$ cat src/rtl/uart_cmd_parser.sv
// Purpose : frames the UART receiver byte stream into {opcode, length, payload, checksum}
//           commands, buffers the payload and presents validated commands downstream.
// Latency : a pending byte is consumed in its first pending cycle (rx_ack toggles at the next
//           edge); cmd_valid rises on the same edge that acknowledges the checksum byte;
//           rd_data is one cycle behind rd_addr.
// Backpressure: while cmd_valid is high no bytes are acknowledged, which stalls the receiver
//           until cmd_ack releases the command.
// Ports   : clk/n_reset                clock, async active-low reset
//           rx_valid/rx_data/rx_seq    receiver byte, stop-bit status, sequence toggle
//           rx_ack                     acknowledge toggle back to the receiver
//           cmd_valid/cmd_op/cmd_len   validated command, held until cmd_ack
//           rd_addr/rd_data            registered payload buffer read port
//           err/err_code               one-cycle abort pulse and its reason
module uart_cmd_parser #(
    parameter int MAXLEN  = 64,
    parameter int TIMEOUT = 65536,
    localparam int LW = $clog2(MAXLEN + 1),
    localparam int AW = (MAXLEN > 1) ? $clog2(MAXLEN) : 1
) (
    input  logic          clk,
    input  logic          n_reset,
    input  logic          rx_valid,
    input  logic [7:0]    rx_data,
    input  logic          rx_seq,
    output logic          rx_ack,
    output logic          cmd_valid,
    output logic [7:0]    cmd_op,
    output logic [LW-1:0] cmd_len,
    input  logic          cmd_ack,
    input  logic [AW-1:0] rd_addr,
    output logic [7:0]    rd_data,
    output logic          err,
    output logic [1:0]    err_code
);

    localparam int TW = (TIMEOUT > 1) ? $clog2(TIMEOUT) : 1;

    typedef enum logic [2:0] {S_SYNC, S_OP, S_LEN, S_DATA, S_SUM, S_CMD} state_t;

    state_t        state_q, state_d;
    logic          rx_ack_q, rx_ack_d;
    logic          cmd_valid_q, cmd_valid_d;
    logic [7:0]    cmd_op_q, cmd_op_d;
    logic [LW-1:0] cmd_len_q, cmd_len_d;
    logic [7:0]    sum_q, sum_d;
    logic [AW-1:0] idx_q, idx_d;
    logic [TW-1:0] tmo_q, tmo_d;
    logic          err_q, err_d;
    logic [1:0]    err_code_q, err_code_d;
    logic [7:0]    rd_data_q;
    logic [7:0]    buf_q [MAXLEN];

    logic          pending, in_frame, take, wr_en, abort;
    logic [1:0]    abort_code;
    logic [7:0]    sum_chk;

    assign pending  = (rx_seq != rx_ack_q);
    assign in_frame = (state_q == S_LEN) || (state_q == S_DATA) || (state_q == S_SUM);
    assign take     = pending && (in_frame || (state_q == S_OP));
    assign sum_chk  = sum_q + rx_data;

    always_comb begin
        state_d     = state_q;
        rx_ack_d    = rx_ack_q;
        cmd_valid_d = cmd_valid_q;
        cmd_op_d    = cmd_op_q;
        cmd_len_d   = cmd_len_q;
        sum_d       = sum_q;
        idx_d       = idx_q;
        tmo_d       = '0;
        err_d       = 1'b0;
        err_code_d  = err_code_q;
        wr_en       = 1'b0;
        abort       = 1'b0;
        abort_code  = 2'd0;

        if (take) begin
            rx_ack_d = rx_seq;
        end
        // Inter-byte timer only runs mid-frame; any consumed byte restarts it.
        if (in_frame && !take) begin
            tmo_d = tmo_q + TW'(1);
        end

        case (state_q)
            S_SYNC: begin
                // Drop whatever byte the receiver held across reset.
                rx_ack_d = rx_seq;
                state_d  = S_OP;
            end
            S_CMD: begin
                if (cmd_ack) begin
                    cmd_valid_d = 1'b0;
                    state_d     = S_OP;
                end
            end
            default: begin
                if (take && !rx_valid) begin
                    abort      = 1'b1;
                    abort_code = 2'd1;
                end else if (take) begin
                    case (state_q)
                        S_OP: begin
                            cmd_op_d = rx_data;
                            sum_d    = rx_data;
                            state_d  = S_LEN;
                        end
                        S_LEN: begin
                            if (int'(rx_data) > MAXLEN) begin
                                abort      = 1'b1;
                                abort_code = 2'd2;
                            end else begin
                                cmd_len_d = LW'(rx_data);
                                sum_d     = sum_chk;
                                idx_d     = '0;
                                state_d   = (rx_data == 8'd0) ? S_SUM : S_DATA;
                            end
                        end
                        S_DATA: begin
                            wr_en = 1'b1;
                            sum_d = sum_chk;
                            idx_d = idx_q + AW'(1);
                            if (LW'(idx_q) + LW'(1) == cmd_len_q) begin
                                state_d = S_SUM;
                            end
                        end
                        S_SUM: begin
                            if (sum_chk == 8'd0) begin
                                cmd_valid_d = 1'b1;
                                state_d     = S_CMD;
                            end else begin
                                abort      = 1'b1;
                                abort_code = 2'd3;
                            end
                        end
                        default: ;
                    endcase
                end else if (in_frame && (tmo_q == TW'(TIMEOUT - 1))) begin
                    // A byte arriving in this same cycle takes the branch above instead.
                    abort      = 1'b1;
                    abort_code = 2'd0;
                end
            end
        endcase

        if (abort) begin
            err_d      = 1'b1;
            err_code_d = abort_code;
            state_d    = S_OP;
        end
    end

    always_ff @(posedge clk or negedge n_reset) begin
        if (!n_reset) begin
            state_q     <= S_SYNC;
            rx_ack_q    <= 1'b0;
            cmd_valid_q <= 1'b0;
            cmd_op_q    <= '0;
            cmd_len_q   <= '0;
            sum_q       <= '0;
            idx_q       <= '0;
            tmo_q       <= '0;
            err_q       <= 1'b0;
            err_code_q  <= '0;
            rd_data_q   <= '0;
        end else begin
            state_q     <= state_d;
            rx_ack_q    <= rx_ack_d;
            cmd_valid_q <= cmd_valid_d;
            cmd_op_q    <= cmd_op_d;
            cmd_len_q   <= cmd_len_d;
            sum_q       <= sum_d;
            idx_q       <= idx_d;
            tmo_q       <= tmo_d;
            err_q       <= err_d;
            err_code_q  <= err_code_d;
            rd_data_q   <= buf_q[rd_addr];
        end
    end

    // Payload storage is deliberately not reset.
    always_ff @(posedge clk) begin
        if (wr_en) begin
            buf_q[idx_q] <= rx_data;
        end
    end

    assign rx_ack    = rx_ack_q;
    assign cmd_valid = cmd_valid_q;
    assign cmd_op    = cmd_op_q;
    assign cmd_len   = cmd_len_q;
    assign rd_data   = rd_data_q;
    assign err       = err_q;
    assign err_code  = err_code_q;

endmodule
$ cat config.mk
export PLATFORM = sky130hd
export DESIGN_NAME = uart_cmd_parser
export DESIGN_NICKNAME = d
export VERILOG_FILES = /design/src/rtl/uart_cmd_parser.sv
export SDC_FILE = /design/constraint.sdc
export NUM_CORES = 1
export LEC_CHECK = 0
export ABC_AREA = 1
export BUFFER_PORTS_ARGS = -buffer_cell sky130_fd_sc_hd__buf_2
export CAP_MARGIN = 0
export CORE_UTILIZATION = 50
export CTS_CLUSTER_DIAMETER = 100
export CTS_CLUSTER_SIZE = 25
export DETAILED_ROUTE_END_ITERATION = 7
export GPL_TIMING_DRIVEN = 0
export PLACE_DENSITY = 0.7
export SLEW_MARGIN = 20
export SYNTH_ARGS = -nofsm -noshare
export SYNTH_HDL_FRONTEND = slang
export SYNTH_SLANG_ARGS = --single-unit
$ cat constraint.sdc
create_clock -name clk -period 2.61 [get_ports clk]
set_clock_uncertainty 0.05 [all_clocks]
set_input_delay 0.1305 -clock clk [delete_from_list [all_inputs] [get_ports clk]]
set_output_delay 0.1305 -clock clk [all_outputs]
set_load 0.01 [all_outputs]
==> run metrics, run 1 <==
status=finished, violations left; failing checks=negative setup slack; RSZ-0062 raised after global routing=yes; Detail Route Antenna Nets=0; dpl ws=-908 ps; Max Clock Freq=roughly 0.37 GHz; DIE AREA=47900 um^2; area of the core=46500 um^2; TritonCTS Sinks=573; WL/cell=28.5 um; startpoint types=flop; Max Root-Sink Buffers=3; Antenna Cells=0; Core Rows=between 70 and 80; largest net degree at the start of global routing=a little under 70; initial core utilization=50.6%; power density of the placed cells=689 nW/um^2; Clk pwr share=between 20% and 30%; Synth cell types=40; Non-Filler Instances=2740; via-per-instance ratio=between 6 and 7; final worst slack=-71.5 ps; routed wire length on met2=between 30 and 40 mm; via count=~17000; Slew HR=22.6%; initial antenna violation count=2; Setup TNS Final=-1830 ps; static leakage=a little under 9 nW; Worst Hold Class=input pin to async pin; Tot Pwr=0.0186 W; first-pass GRT wire length=around 110 mm; P&R area growth vs syn=14.5%; met3 wire length=~9 mm; max_cap viols=0; Final Util=58.0%; VDD IR max=575 uV; combinational share of power=approximately 18%; CP Class=flop to flop; Synth Cell Area=23500 um^2; synth warn=0; WP data required=2820 ps; root buffer cell=clkbuf_16; Slew Viols, Final=0; critical path fanouts, max=8; Routed met1 length=29.3 mm; layout cells sized above 1=12.7%; P_sw=roughly 0.0053 W; sequential-to-total area share from yosys stat=71.8%; Syn Area/Cell=11.9 um^2; Crit. End Element=flop; number of port buffers=45; drt initial violations=2707; Synth Instances=1972; DR DRC count=0; Die X=219 um; Synth Net Count=roughly 2000; Initial DRT Pass Iterations=6; overall die height=219 um; arrival time worst endpoint=between 2000 and 3000 ps; IO Count=47; Num CTS Buffers=26; period utilization=103%; GRT Util Overall=32.6%; dpl hpwl=50.9 mm; clock latency on the worst-skew pair=630 ps; switching share of power=28.8%; Power Internal=0.0132 W; Routed WL=78.1 mm; Inst Count DP=between 2000 and 3000; gpl congestion=0.993; register share of total power=56.2%; final setup fails=52; worst reg2reg path depth=4; Worst Max-Slew Pin Slew=1160 ps; top routing layer in use=met5; gr ovfl total=0; post-layout minimum cycle time=2680 ps; H-tree depth=1; vias in the first global route=around 16000; CTS clock-pin slew for the worst setup and hold paths=100 ps; flops & latches, synth=573; Hold Fails Final Rpt=0; Final nets=between 2000 and 2500; CTS tree=built
## sequential cells by signal, summed over array words and instances (netlist names)
signal	count
cmd_op	8
rd_data	8
tmo_q	16
cmd_len	7
idx_q	6
buf_q	512
sum_q	8
cmd_valid	1
rx_ack	1
state_q	3
err_code	2
err	1
## Yosys cell counts, drive strengths merged
cell	n	area [um^2]
o31ai	3	22.5
clkinv	1	3.75
nand4	8	65.1
ha	9	113
o21ai	338	1690
nand3	53	285
o21bai	1	7.51
nor4	2	18.8
fa	1	20.0
a21oi	22	110
o21a	2	15.0
or2	11	68.8
dfrtp	61	1530
nand2	134	515
o211ai	26	195
xor2	2	17.5
mux2	1	11.3
inv	78	293
o221ai	17	149
edfxtp	512	15400
a21boi	1	11.3
xnor2	3	26.3
a31oi	4	25.0
clkbuf	94	353
a211oi	3	22.5
nor2	421	1590
buf	21	101
nor3	9	56.3
o22ai	134	838
## power by group through the flow
| stage | clock network [W] | logic, W | registers [W] |
|---|---|---|---|
| after floorplan | 0 | 0.00180 | 0.0107 |
| after global placement | 0 | 0.00287 | 0.0106 |
| after detailed placement | 0 | 0.00293 | 0.0106 |
| after CTS | 0.00477 | 0.00307 | 0.0104 |
| after global routing | 0.00507 | 0.00364 | 0.0105 |
| final | 0.00479 | 0.00334 | 0.0104 |
## layout make-up
type                    instances  area (um^2)
inverters                      79          304
plain buffers                 115          454
well taps                     607          759
repair buffers                113         1230
flip-flops and latches        573        16900
multi-input cells            1205         6530
fillers                      3714        19500
clock buffers                  47          751
clock inverters                 1         3.75
## cell usage in the layout, fill, tap and decap left out, drive strengths merged, types with 53 or more instances in the layout
master	instances
buf	128
clkbuf	141
dfrtp	61
edfxtp	512
inv	78
nand2	134
nand3	53
nor2	421
o21ai	338
o22ai	134
## path summary, 6_finish.rpt
check | from | to | slack, ps
setup / recovery | idx_q[3] | buf_q[37][0] | -70
hold / removal | n_reset | sum_q[4] | 10
setup reg to reg | idx_q[3] | buf_q[37][0] | -70
hold reg to reg | tmo_q[0] | tmo_q[0] | 430
max in group asynchronous | n_reset | rd_data[4] | 1200
min in group clk | rd_addr[4] | rd_data[4] | 50
## cells by family after synthesis
group | Yosys count | share of synthesized area (%)
mux | 1 | 0.0479
xor+xnor | 5 | 0.186
simple gates | 638 | 11.0
buf+inv | 194 | 3.19
compound gates | 551 | 13.1
flops | 573 | 71.8
fa+ha+maj | 10 | 0.564
## stage by stage
stage,area [um^2],hold slack [ps]
2_1_floorplan,23500,-215
3_3_place_gp,24500,345
3_5_place_dp,24600,-17.9
4_1_cts,26700,22.7
5_1_grt,26900,43.6
6_report,26900,10.5
## what timing repair did
item	CTS	global route
hold buffers	6	0
pin swaps	36	12
hold endpoints to repair	81	0
buffers inserted	49	12
gates resized for setup	136	26
endpoints found under the setup margin	512	518
## per-layer routing
metal / track usage (%) / vias up
met5: 0 / -
met4: 13.0 / 2
met3: 6.89 / 217
met2: 51.9 / 1157
met1: 43.8 / 8494
li1: - / 7449
## critical path, cell delays in order, from the launching register on
cell and delay, ps:
dfrtp_1 370, clkbuf_1 210, inv_1 230, nand3_1 830, nor2_4 640
(Power assumes the default switching activity.)
==> run 2: changes to the inputs <==
--- a/config.mk
+++ b/config.mk
@@ -5,7 +5,7 @@
 export SDC_FILE = /design/constraint.sdc
 export NUM_CORES = 1
 export LEC_CHECK = 0
-export ABC_AREA = 1
+export ABC_AREA = 0
 export BUFFER_PORTS_ARGS = -buffer_cell sky130_fd_sc_hd__buf_2
 export CAP_MARGIN = 0
 export CORE_UTILIZATION = 50
==> run metrics, run 2 <==
via count=11300 (-35%); Post-synth EDFFs=512 (unchanged); largest net degree at the start of global routing=72 (+4.3%); Synth Cell Area=22900 um^2 (-2.7%); CTS tree=built; Antenna Cells=0 (unchanged); gpl congestion=0.833 (-16%); max_cap viols=0 (unchanged); fraction of registers with async set/reset=10.6% (unchanged); gr ovfl total=0 (unchanged); WL/cell=26.3 um (-7.7%); TritonCTS Sinks=573 (unchanged); Core Rows=78 (-1.3%); IO Count=47 (unchanged); first-pass GRT wire length=72.6 mm (-34%); worst path bufs/invs=2 (unchanged); Tot Pwr=0.0179 W (-3.7%); Main synth FF type=edfxtp_1; Biggest register=buf_q; clock latency on the worst-skew pair=600 ps (-30 ps); Worst path slowest cell=clkdlybuf4s15_1; top cell family by delay on the critical path=buffers and inverters; Detail Route Antenna Nets=0 (unchanged); area of the core=45300 um^2 (-2.5%); CTS clock-pin slew for the worst setup and hold paths=100 ps (about the same); commonest non-fill, non-tap cell in the layout=edfxtp_1; critical path fanouts, max=10 (+2); post-layout minimum cycle time=2600 ps (-84.1 ps); vias in the first global route=11200 (-30%); number of port buffers=43 (-4.4%); final setup fails=0 (-100%); most numerous cell on the critical path=mux4_2; Setup TNS Final=0 ps (+1830 ps); Non-Filler Instances=1856 (-32%); Max Clock Freq=0.385 GHz (+3.2%); via-per-instance ratio=6.08 (-3.9%); dominant cell type by area after synthesis=edfxtp_1; hold slack=54.7 ps (+44.2 ps); Synth cell types=58 (+45%); Inst Count DP=1788 (-32%); layout cells sized above 1=29.9% (+17 points); Synth Instances=1144 (-42%); most instantiated cells after synthesis=edfxtp_1, mux4_2, nor2_1; synth warn=0 (unchanged); period utilization=99.5% (-3.2 points); Hold Fails Final Rpt=0 (unchanged); VDD IR max=559 uV (-2.9%); Crit. End Element=flop; CP Class=input pin to flop; worst path cell trace=clkdlybuf4s15_1, buf_1, mux4_2, mux4_2, a22oi_1, nand2_1; Worst Hold Class=input pin to flop; most frequent cell after synthesis=edfxtp_1; H-tree depth=1 (unchanged); Slew Viols, Final=0 (unchanged); arrival time worst endpoint=2980 ps (+90 ps); sequential-to-total area share from yosys stat=73.8% (+2.0 points); power density of the placed cells=698 nW/um^2 (+1.3%); top flop regs=buf_q x512, tmo_q x16; most frequent cells in the layout=edfxtp_1, mux4_2, nor2_4; top cells by area, synth=edfxtp_1, mux4_2, dfrtp_1; flop-to-flop setup slack=100 ps (+170 ps); Syn Area/Cell=20.0 um^2 (+68%); startpoint types=input pin; P&R area growth vs syn=11.9%; DIE AREA=46700 um^2 (-2.6%); initial core utilization=50.6% (-0.069 points); Routed WL=48.8 mm (-38%); static leakage=8.05 nW (-9.2%); Num CTS Buffers=26 (unchanged); crit-path max cell delay=730 ps (-100 ps); overall die height=216 um (-1.3%); max reg flops=512 (unchanged); GRT Util Overall=21.2% (-11 points); Initial DRT Pass Iterations=8 (+2); Synth Net Count=1173 (-41%); flops & latches, synth=573 (unchanged); drt initial violations=1148 (-58%); Die X=216 um (-1.3%); Slew HR=31.6% (+8.9 points); top cell type's share of synthesized area=67.1% (+1.8 points); Max Root-Sink Buffers=3 (unchanged); root buffer cell=clkbuf_16; DR DRC count=0 (unchanged); initial antenna violation count=0 (-2); dpl hpwl=30.9 mm (-39%); status=finished clean; Worst Max-Slew Pin Slew=1020 ps (-134 ps); WP data required=2990 ps (+170 ps); Final nets=1265 (-41%)
## run 2: report_power, final
part | total [W] | switching [W] | leakage [nW] | internal [W]
clock network | 0.00471 | 0.00271 | 0.364 | 0.00200
logic | 0.00273 | 0.00165 | 2.30 | 0.00107
registers | 0.0104 | 0.000201 | 5.38 | 0.0102
## run 2: area by class of cell
cell class / count / area, um^2
multi-input combinational: 512 / 6360
clock buffer: 48 / 764
tap: 600 / 751
inverter: 5 / 18.8
sequential: 573 / 16900
timing repair buffer: 65 / 588
fill: 3363 / 19700
buffer: 53 / 238
## run 2: per-layer routing
layer,share of wire [%],wire length (um),track usage [%],vias up
met4,1.8,882,4.18,0
met2,49,24000,34.5,416
li1,-,-,-,4844
met5,0,0,0,-
met1,42,20500,30.1,5956
met3,7.1,3470,4.14,61
## run 2: per-stage QoR
stage / util (%) / area (um^2) / worst slack, ps
after floorplan: - / 22900 / 183
after global placement: 52.7 / 23900 / -818
after detailed placement: 52.8 / 23900 / -874
after CTS: 56.1 / 25400 / 20.0
after global routing: 56.6 / 25600 / -16.9
final: 56.6 / 25600 / 12.7
## run 2: tightest hold or removal path, delay by kind of cell
family / cells / cell delay (ps)
AO/OA/AOI/OAI: 1 / 80
AND/OR/NAND/NOR: 1 / 130
buffers and inverters: 1 / 300
## run 2: logic make-up (layout without fill, tap and decap cells)
group | count (synthesis) | count (layout) | share of synthesized area (%)
DFF | 573 | 573 | 73.8
and+or+nand+nor | 217 | 217 | 4.35
muxes | 179 | 179 | 16.7
AOI/OAI and AO/OA | 77 | 77 | 2.39
buffers and inverters | 59 | 171 | 1.10
xor gates and xnor gates | 29 | 29 | 1.11
adders and majority gates | 10 | 10 | 0.579
## run 2: path summary, 6_finish.rpt
kind / start / endpoint / depth (start not counted)
min reg2reg: tmo_q[0] / tmo_q[0] / 1
max: rd_addr[1] / rd_data[0] / 6
max in group asynchronous: n_reset / tmo_q[12] / 4
max reg2reg: idx_q[5] / buf_q[51][7] / 3
min: rx_data[5] / sum_q[5] / 3
min in group asynchronous: n_reset / tmo_q[3] / 4
## run 2: what timing repair did
action / 4_1_cts / 5_1_grt
buffers inserted: 5 / 10
hold buffers: 6 / 0
setup endpoints to repair: 517 / 508
pin swaps: 3 / 15
resized for setup: 151 / 8
endpoints found under the hold margin: 67 / 0
==> run 3: changes to the inputs <==
--- a/config.mk
+++ b/config.mk
@@ -8,6 +8,7 @@
 export ABC_AREA = 0
 export BUFFER_PORTS_ARGS = -buffer_cell sky130_fd_sc_hd__buf_2
 export CAP_MARGIN = 0
+export CORE_MARGIN = 5
 export CORE_UTILIZATION = 50
 export CTS_CLUSTER_DIAMETER = 100
 export CTS_CLUSTER_SIZE = 25
==> run metrics, run 3 (synthesized netlist as in run 2, its figures left out) <==
Non-Filler Instances=1858 (+0.11%); largest net degree at the start of global routing=72 (unchanged); IO Count=47 (unchanged); drt initial violations=1148 (unchanged); Detail Route Antenna Nets=0 (unchanged); dpl hpwl=31.1 mm (+0.46%); DR DRC count=0 (unchanged); number of port buffers=43 (unchanged); CP Class=input pin to flop; Worst Hold Class=input pin to flop; root buffer cell=clkbuf_16; worst reg2reg path depth=3 (unchanged); WP data required=3010 ps (+20 ps); most numerous cell on the critical path=mux4_2; Slew HR=22.6% (-8.9 points); Final nets=1267 (+0.16%); Max Clock Freq=0.390 GHz (+1.2%); Crit. End Element=flop; CTS clock-pin slew for the worst setup and hold paths=100 ps (about the same); initial core utilization=50.5% (-0.11 points); layout cells sized above 1=29.7% (-0.21 points); max reg flops=512 (unchanged); GRT Util Overall=19.1% (-2.0 points); worst path cell trace=clkbuf_1, buf_1, mux4_2, mux4_2, a22oi_1, nand2_1; Core Rows=78 (unchanged); VDD IR max=572 uV (+2.3%); Die X=224 um (+3.7%); Biggest register=buf_q; power density of the placed cells=696 nW/um^2 (-0.26%); crit-path max cell delay=880 ps (+150 ps); Initial DRT Pass Iterations=5 (-3); clock latency on the worst-skew pair=610 ps (about the same); TritonCTS Sinks=573 (unchanged); commonest non-fill, non-tap cell in the layout=edfxtp_1; arrival time worst endpoint=2970 ps (about the same); CTS tree=built; first-pass GRT wire length=72.6 mm (about the same); area of the core=45400 um^2 (+0.22%); Fillers=3318 (-1.3%); Hold Fails Final Rpt=0 (unchanged); hold slack=57.1 ps (+2.36 ps); dpl ws=-762 ps (+111 ps); post-layout minimum cycle time=2570 ps (-31.0 ps); P&R area growth vs syn=11.7%; critical path fanouts, max=10 (unchanged); Routed WL=47.8 mm (-2.2%); Inst Count DP=1789 (+0.056%); initial antenna violation count=1 (+1); period utilization=98.3% (-1.2 points); Antenna Cells=0 (unchanged); DIE AREA=50200 um^2 (+7.5%); Num CTS Buffers=26 (unchanged); Max Root-Sink Buffers=3 (unchanged); status=finished clean; final setup fails=0 (unchanged); static leakage=8.04 nW (-0.15%); Worst path slowest cell=buf_1; Multi-input gate area=6360 um^2 (about the same); gpl congestion=0.886 (+6.4%); Slew Viols, Final=0 (unchanged); startpoint types=input pin; WL/cell=25.7 um (-2.3%); gr ovfl total=0 (unchanged); H-tree depth=1 (unchanged); max_cap viols=0 (unchanged); vias in the first global route=11500 (+2.3%); final worst slack=43.7 ps (+31.0 ps); via-per-instance ratio=6.03 (-0.73%); Worst Max-Slew Pin Slew=1160 ps (+137 ps); via count=11200 (-0.62%); Seq. cell area=16900 um^2 (unchanged); most frequent cells in the layout=edfxtp_1, mux4_2, nor2_4; WHS Path Cells=3 (unchanged); top flop regs=buf_q x512, tmo_q x16; overall die height=224 um (+3.7%)
run 3: changes by cell type in the layout (fill, tap and decap cells not counted), sizes merged:
cell | before | now
buf | 92 | 94
clkbuf | 67 | 65
clkdlybuf4s15 | 1 | 0
clkinv | 0 | 1
dlygate4sd3 | 6 | 8
run 3: cell type report:
class                      count  share of cell area [%]
multi-input combinational    512                    24.9
clock inverter                 1                  0.0636
sequential                   573                    66.1
tap                          600                    2.93
timing repair buffer          67                    2.22
inverter                       5                  0.0733
buffer                        53                   0.895
clock buffer                  47                    2.89
run 3: critical path, delay by kind of cell:
family | cells | cell delay (ps)
and+or+nand+nor | 1 | 150
muxes | 2 | 1030
AOI/OAI and AO/OA | 1 | 500
buffers and inverters | 2 | 1150
run 3: worst paths after layout:
| kind | startpoint | to | slack [ps] |
|---|---|---|---|
| min reg2reg | tmo_q[0] | tmo_q[0] | 440 |
| max | rd_addr[1] | rd_data[1] | 40 |
| min in group asynchronous | n_reset | cmd_op[3] | 540 |
| max in group asynchronous | n_reset | sum_q[1] | 800 |
| max reg2reg | idx_q[3] | buf_q[49][3] | 110 |
| min | rx_data[4] | sum_q[4] | 60 |
run 3: what timing repair did:
| action | CTS | global route |
|---|---|---|
| gates resized for setup | 150 | 6 |
| hold buffers | 8 | 0 |
| setup endpoints to repair | 512 | 467 |
| hold endpoints to repair | 84 | 0 |
| buffers inserted | 5 | 9 |
| pin swaps | 3 | 14 |
run 3: through the flow:
step                      power, W  utilization (%)  instance area (um^2)  setup TNS, ps
after floorplan             0.0123                -                 22900              0
after global placement      0.0131             52.6                 23900        -259980
after detailed placement    0.0132             52.7                 23900        -289260
after CTS                   0.0178             56.0                 25400              0
after global routing        0.0185             56.4                 25600          -59.2
final                       0.0178             56.4                 25600              0
run 3: metal layers:
| layer | track usage (%) | part of all wire, % | vias up |
|---|---|---|---|
| met5 | 1.33 | 0.027 | - |
| met4 | 3.70 | 2.3 | 2 |
| met3 | 3.67 | 7.9 | 64 |
| met2 | 31.9 | 50 | 400 |
| met1 | 26.9 | 40 | 5890 |
| li1 | - | - | 4851 |
run 3: report_power, final:
group          internal (W)  switching (W)  total [W]  leakage [nW]
clock               0.00194        0.00269    0.00463         0.358
combinational       0.00107        0.00166    0.00273          2.30
sequential           0.0102       0.000201     0.0104          5.38
